### src/rtl/irq_ctrl_multi.sv
`default_nettype none
// ============================================================================
// irq_ctrl_multi : multi-channel IRQ / NMI / reset arbiter with vector select
// Revision       : 1.0
// ============================================================================
module irq_ctrl_multi #(
  parameter int         NUM_IRQ      = 4,
  parameter int         SYNC_STAGES  = 2,
  parameter logic [7:0] RESET_VEC_LO = 8'hFC,
  parameter logic [7:0] NMI_VEC_LO   = 8'hFA,
  parameter logic [7:0] IRQ_VEC_BASE = 8'hFE
) (
  input  logic               clk,
  input  logic               reset,
  input  logic               ready,
  input  logic               sync,
  input  logic               i_flag,
  input  logic               vector_ack,
  input  logic [NUM_IRQ-1:0] irq_in,
  input  logic [NUM_IRQ-1:0] irq_edge_mode,
  input  logic [NUM_IRQ-1:0] irq_enable,
  input  logic               nmi,
  output logic               intg,
  output logic               nmig,
  output logic               resp,
  output logic [7:0]         vector_lo,
  output logic [2:0]         irq_id,
  output logic [NUM_IRQ-1:0] irq_pending
);

  typedef enum logic [1:0] {
    ST_RESET   = 2'd0,
    ST_IDLE    = 2'd1,
    ST_SERVICE = 2'd2
  } state_t;

  localparam int W = NUM_IRQ + 1;

  state_t             state, state_nxt;
  logic               nmig_nxt;
  logic [2:0]         id_nxt;
  logic [7:0]         vec_nxt;

  logic [W-1:0]       sync_pipe [SYNC_STAGES];
  logic [W-1:0]       synced;
  logic [W-1:0]       prev;
  logic [W-1:0]       rise;
  logic               nmi_lat;
  logic [NUM_IRQ-1:0] edge_lat;
  logic [NUM_IRQ-1:0] pending;
  logic [NUM_IRQ-1:0] clr_irq;
  logic               service_ack;
  logic               clr_nmi;
  logic               req;
  logic [2:0]         win_id;
  logic [7:0]         win_vec;

  // Bit NUM_IRQ of the pipeline carries NMI, lower bits carry the IRQ lines.
  always_ff @(posedge clk or posedge reset) begin
    if (reset) begin
      for (int i = 0; i < SYNC_STAGES; i++) sync_pipe[i] <= '0;
      prev <= '0;
    end else begin
      sync_pipe[0] <= {nmi, irq_in};
      for (int i = 1; i < SYNC_STAGES; i++) sync_pipe[i] <= sync_pipe[i-1];
      prev <= synced;
    end
  end

  assign synced      = sync_pipe[SYNC_STAGES-1];
  assign rise        = synced & ~prev;
  assign service_ack = (state == ST_SERVICE) & vector_ack & ready;
  assign clr_nmi     = service_ack & nmig;

  for (genvar k = 0; k < NUM_IRQ; k++) begin : g_chan
    assign clr_irq[k] = service_ack & ~nmig & (irq_id == 3'(k));
    assign pending[k] = irq_edge_mode[k] ? edge_lat[k] : synced[k];
  end

  // Latch set is not qualified by ready, and a new edge beats a same-cycle clear.
  always_ff @(posedge clk or posedge reset) begin
    if (reset) begin
      nmi_lat  <= 1'b0;
      edge_lat <= '0;
    end else begin
      nmi_lat  <= rise[NUM_IRQ] | (nmi_lat & ~clr_nmi);
      edge_lat <= (rise[NUM_IRQ-1:0] & irq_edge_mode) | (edge_lat & ~clr_irq);
    end
  end

  assign irq_pending = pending & irq_enable;
  assign req         = nmi_lat | ((|irq_pending) & ~i_flag);

  always_comb begin
    win_id = '0;
    for (int k = NUM_IRQ - 1; k >= 0; k--) begin
      if (irq_pending[k]) win_id = 3'(k);
    end
  end

  assign win_vec = IRQ_VEC_BASE - {4'b0000, win_id, 1'b0};

  always_comb begin
    state_nxt = state;
    nmig_nxt  = nmig;
    id_nxt    = irq_id;
    vec_nxt   = vector_lo;
    case (state)
      ST_RESET: begin
        vec_nxt = RESET_VEC_LO;
        if (vector_ack & ready) begin
          state_nxt = ST_IDLE;
          vec_nxt   = IRQ_VEC_BASE;
        end
      end
      ST_IDLE: begin
        vec_nxt = IRQ_VEC_BASE;
        if (sync & ready & req) begin
          state_nxt = ST_SERVICE;
          if (nmi_lat) begin
            nmig_nxt = 1'b1;
            id_nxt   = 3'd0;
            vec_nxt  = NMI_VEC_LO;
          end else begin
            nmig_nxt = 1'b0;
            id_nxt   = win_id;
            vec_nxt  = win_vec;
          end
        end
      end
      ST_SERVICE: begin
        if (service_ack) begin
          state_nxt = ST_IDLE;
          nmig_nxt  = 1'b0;
          vec_nxt   = IRQ_VEC_BASE;
        end
      end
      default: begin
        state_nxt = ST_RESET;
        vec_nxt   = RESET_VEC_LO;
      end
    endcase
  end

  always_ff @(posedge clk or posedge reset) begin
    if (reset) begin
      state     <= ST_RESET;
      nmig      <= 1'b0;
      irq_id    <= 3'd0;
      vector_lo <= RESET_VEC_LO;
    end else begin
      state     <= state_nxt;
      nmig      <= nmig_nxt;
      irq_id    <= id_nxt;
      vector_lo <= vec_nxt;
    end
  end

  assign intg = (state == ST_SERVICE);
  assign resp = (state == ST_RESET);

endmodule
`default_nettype wire

### config.mk
export PLATFORM = sky130hd
export DESIGN_NAME = irq_ctrl_multi
export DESIGN_NICKNAME = d
export VERILOG_FILES = /design/src/rtl/irq_ctrl_multi.sv
export SDC_FILE = /design/constraint.sdc
export NUM_CORES = 1
export LEC_CHECK = 0
export BUFFER_PORTS_ARGS = -buffer_cell sky130_fd_sc_hd__buf_2
export CORE_MARGIN = 8
export CORE_UTILIZATION = 50
export CTS_CLUSTER_DIAMETER = 150
export CTS_CLUSTER_SIZE = 12
export DETAILED_ROUTE_END_ITERATION = 8
export PLACE_DENSITY = 0.86
export SYNTH_ARGS = -nofsm -noshare
export SYNTH_HDL_FRONTEND = slang
export SYNTH_SLANG_ARGS = --single-unit
### constraint.sdc
create_clock -name clk -period 2.06 [get_ports clk]
set_clock_uncertainty 0.2 [all_clocks]
set_input_delay 0.206 -clock clk [delete_from_list [all_inputs] [get_ports clk]]
set_output_delay 0.206 -clock clk [all_outputs]
set_load 0.02 [all_outputs]
After elaboration in Yosys (flattened, before gate mapping)
Cells that the tools add are included.

Add/sub/neg operators: 1. $mul: 0. Div/mod/pow operators: 0. Order comparisons: 0. Equal/unequal tests: 8. Shifts and indexed selects: 0. Multiplexer cells: 22. Bitwise logic cells: 25. Reduce and logical (&&, ||, !) cells: 7.

Operator list (count): $mux W8 (3); $pmux W8 S3 (1); $and A1 B1 Y1 (13); $and A4 B4 Y4 (3); $mux W3 (4); $mux W2 (5); $mux W1 (7); $eq A3 B2 Y1 const B (2); $pmux W2 S3 (1); $reduce_and A3 Y1 (2); $sub A2 B5 Y6 const A (1); $and A5 B5 Y5 (1); $not A5 Y5 (1); $ne A2 B1 Y1 const B (2); $not A4 Y4 (1); $or A4 B4 Y4 (1); $reduce_or A4 Y1 (1); $eq A3 B1 Y1 const B (1); $logic_not A3 Y1 (1); $not A1 Y1 (3); $eq A2 B1 Y1 const B (1); $eq A2 B2 Y1 const B (1); $logic_not A2 Y1 (1); $ne A2 B2 Y1 const B (1); other kinds (4) (5).

Bits in registers: 34. Latch bits: 0. RAM bits: 0. Bits in read-only memories: 0. Input port bits: 19. Output and inout port bits: 18. Logic and storage cells: 72. Memories: 0.

Longest topological paths before layout
Depth in word-level cells: 10. Gate-level depth with buffers: 7. Gate-level depth less buffers: 7.

Least setup slack after synthesis
Ideal clock, no wire load.

Path kind: register -> register. Start: reg sync_pipe, in the netlist synced[3]. End: reg state[1]. Setup time: 125 ps. Arrival: 1447 ps. Data required time: 1735 ps. Path slack: 288 ps. Stages on the path, launching flop included: 6. Buffers on the path: 0. Period minus slack after synthesis: 1772 ps. Cell sequence: dfrtp_1 mux2_4 a22oi_4 a211oi_4 o21ai_2 mux2_4.

Longest elaborated chain between the ends: 8.

Ends and longest elaborated chain: start, declared (RTL line 44) `logic [W-1:0] sync_pipe [SYNC_STAGES];`; $mux W1 (RTL line 77) `assign pending[k] = irq_edge_mode[k] ? edge_lat[k] : synced[k];`; $and A4 B4 Y4 (RTL line 91) `assign irq_pending = pending & irq_enable;`; $reduce_or A4 Y1 (RTL line 92) `assign req = nmi_lat | ((|irq_pending) & ~i_flag);`; $and A1 B1 Y1 (RTL line 92); $or A1 B1 Y1 (RTL line 92); $and A1 B1 Y1 (RTL line 118) `if (sync & ready & req) begin`; $ne A2 B2 Y1 (no source line); $reduce_and A3 Y1 (no source line); end signal, assigned (RTL line 152) `state <= state_nxt;`; end, declared (RTL line 39) `state_t state, state_nxt;`.

Every way passes these cells. A chain may end at the register's enable or synchronous reset.

Worst setup path after layout
Start: in irq_edge_mode[3]. End: reg state[1].

Longest elaborated chain between the ends: 8.

Ends and longest elaborated chain: start, declared (RTL line 20) `input logic [NUM_IRQ-1:0] irq_edge_mode,`; $mux W1 (RTL line 77); $and A4 B4 Y4 (RTL line 91); $reduce_or A4 Y1 (RTL line 92); $and A1 B1 Y1 (RTL line 92); $or A1 B1 Y1 (RTL line 92); $and A1 B1 Y1 (RTL line 118); $ne A2 B2 Y1 (no source line); $reduce_and A3 Y1 (no source line).

Every way passes these cells.

==> impl_metrics.tcl <==
set metrics [dict create \
    ys.flop_type "dfrtp_1" \
    firstDrtPassIters 4 \
    p_total_mw 1.532 \
    num-fill-cells 198 \
    p_sw_mw 0.5679 \
    peakVddDrop_uv 586.4 \
    cts.clk_slew.worst_paths_ns 0.14 \
    cpLargestDelayFamily "buffers and inverters" \
    syn_inst 112 \
    setup_viol 0 \
    grt_overflow 0 \
    start_util_pct 52.42 \
    async_flop_share_pct 100.0 \
    io_pins 37 \
    sw_frac_of_total_pct 37.07 \
    final_core_util_pct 63.79 \
    syn_area_um2 1299 \
    die_y_um 66.97 \
    maxCapViolCount 0 \
    critPathRequiredTime_ns 2.08 \
    place.gp.congestion 0.8752 \
    die_area_um2 4484 \
    cp_slowest_stage_delay_ns 0.55 \
    p_per_area_nw_per_um2 969.3 \
    layout_common_cells "buf_2 (29), dfrtp_1 (26), nand2_1 (12)" \
    clk_latency_ns 0.32 \
    ys_seq_area_share_pct 52.12 \
    crit_chain "dlygate4sd3_1, buf_2, mux2_4, a22oi_4, a211oi_4, o21ai_2, mux2_4" \
    status "finished, final reports clean" \
    cp_max_fo 3 \
    grt_max_degree 28 \
    clock_sinks 27 \
    intPower_mw 0.9638 \
    critPathMostFrequentCell "mux2_4" \
    cp_slowest_cell "dlygate4sd3_1" \
    cts-root-buf "clkbuf_4" \
    ant_nets 0 \
    htree_levels 1 \
    cts_made_buffers 3 \
    synth_cell_type_count 39 \
    antennaDiodeCount 0 \
    via_count 960 \
    grt_pass1_wl_mm 4.457 \
    drc 0 \
    drive_gt1_share_pct 33.33 \
    port_buffers 29 \
    yosysWarnings 0 \
    regToRegSetupSlack_ns 0.17 \
    via_per_inst 5.246 \
    nets 178 \
    path_class "input pin to flip-flop" \
    antenna_found_initial 0 \
    core_area_um2 2477 \
    drt-initial-drc-count 30 \
    drt-total-wl_mm 2.770 \
    num_rows 18 \
    gr-usage-all-layers_pct 12.86 \
    p_clk_share_pct 14.8 \
    grt_pass1_vias 1002 \
    clockBufferDepth 2 \
    timing.final.crit_share_pct 98.41 \
    ys_ff_latch 27 \
    finalHoldViolCount 0 \
    period_minus_slack_ns 2.027 \
    hp-class "input pin to flip-flop" \
    cts_tree "done" \
    hpwl_mm 2.114 \
    synth_edf_count 0 \
    die_w_um 66.97 \
    startpoint_type "input pin" \
    p_leak_nw 0.7607 \
    critPathCaptureType "flip-flop" \
    crit_buf_inv 2 \
    timing.fmax_mhz 493.3 \
    cp_data_arrival_time_ns 2.05 \
    power_frac_seq_pct 44.5 \
    wl_per_cell_um 15.14 \
    combPwrFrac_pct 40.7 \
    maxSlewViolCount 0 \
    final_common_cell "buf_2" \
    hold_ws_ns 0.08440 \
    synthToLayoutAreaGrowth_pct 21.68 \
    avgSynthCellArea_um2 11.60 \
]
-- routing by layer --
metal,global-route usage (%),vias to the layer above,wire [um]
li1,-,461,-
met1,14.65,449,1149
met2,22.70,46,1370
met3,3.356,4,214
met4,4.178,0,35
met5,0,-,0
-- logic make-up (layout without fill, tap and decap cells) --
group	Yosys count	after routing	synth area share, %
other cells	2	7	0.5783
simple gates	32	32	12.81
compound gates	27	27	18.11
flops	27	27	52.12
buf+inv	14	50	6.069
fa+ha+maj	5	5	4.817
mux	5	5	5.491
-- cell usage after synthesis (2+ instances only) --
cell type  count  share of area [%]
a21oi_1        2               0.77
a22oi_4        2                3.3
and2_4         2                1.3
buf_4          7                4.0
conb_1         2               0.58
dfrtp_1       26                 50
ha_1           5                4.8
inv_1          6                1.7
mux2_4         4                4.6
nand2_1       12                3.5
nand3_1        5                1.9
nor2_1         4                1.2
o21ai_0        7                2.7
o2bb2ai_1      2                1.3
o31a_1         2                1.3
-- power groups by stage --
| stage | Combinational, mW | Sequential [mW] | Clock [mW] |
|---|---|---|---|
| 2_1_floorplan | 0.430 | 0.712 | 0 |
| 3_3_place_gp | 0.588 | 0.686 | 0 |
| 3_5_place_dp | 0.607 | 0.689 | 0 |
| 4_1_cts | 0.623 | 0.678 | 0.231 |
| 5_1_grt | 0.679 | 0.692 | 0.256 |
| 6_report | 0.623 | 0.681 | 0.227 |
-- registers in the layout, summed over array words and instances, names as in the netlist --
| register | cells |
|---|---|
| prev | 5 |
| sync_pipe | 5 |
| synced | 5 |
| edge_lat | 4 |
| irq_id | 2 |
| state | 2 |
| vector_lo | 2 |
| nmi_lat | 1 |
| nmig | 1 |
-- final timing paths --
check / endpoint / cells past startpoint / start
worst max-delay path: state[1] / 7 / irq_edge_mode[3]
worst min-delay path: vector_lo[1] / 3 / vector_ack
worst max register to register: edge_lat[1] / 7 / state[0]
worst min register to register: synced[2] / 0 / sync_pipe[7]
max in group asynchronous: vector_lo[2] / 4 / reset
min in group asynchronous: prev[3] / 4 / reset
-- worst min-delay path, cell delays in order --
cell	delay, ns
buf_2	0.10
a31o_2	0.15
o31a_1	0.13
-- metrics by stage --
step	TNS (ns)	area (um2)	instances	setup WS (ns)
3_3_place_gp	0	1451	169	0.2556
4_1_cts	0	1578	183	0.05783
5_1_grt	-0.01538	1580	183	-0.01538
6_report	0	1580	183	0.03280
3_5_place_dp	0	1451	169	0.1899
2_1_floorplan	0	1318	117	0.2875
-- timing repair --
action,4_1_cts,5_1_grt
endpoints found under the setup margin,0,2
hold endpoints to repair,36,0
hold buffers,10,0
gates resized for setup,0,1
setup buffers,0,0
-- layout make-up --
type	instances	area [um2]	area share, %
clock buffer	4	26.28	1.663
inverter	6	22.52	1.425
multi-input combinational	76	564.3	35.71
sequential	27	676.9	42.83
tap	30	37.54	2.375
timing repair buffer	40	252.7	15.99
No activity file was read; power rests on OpenSTA's default activity.
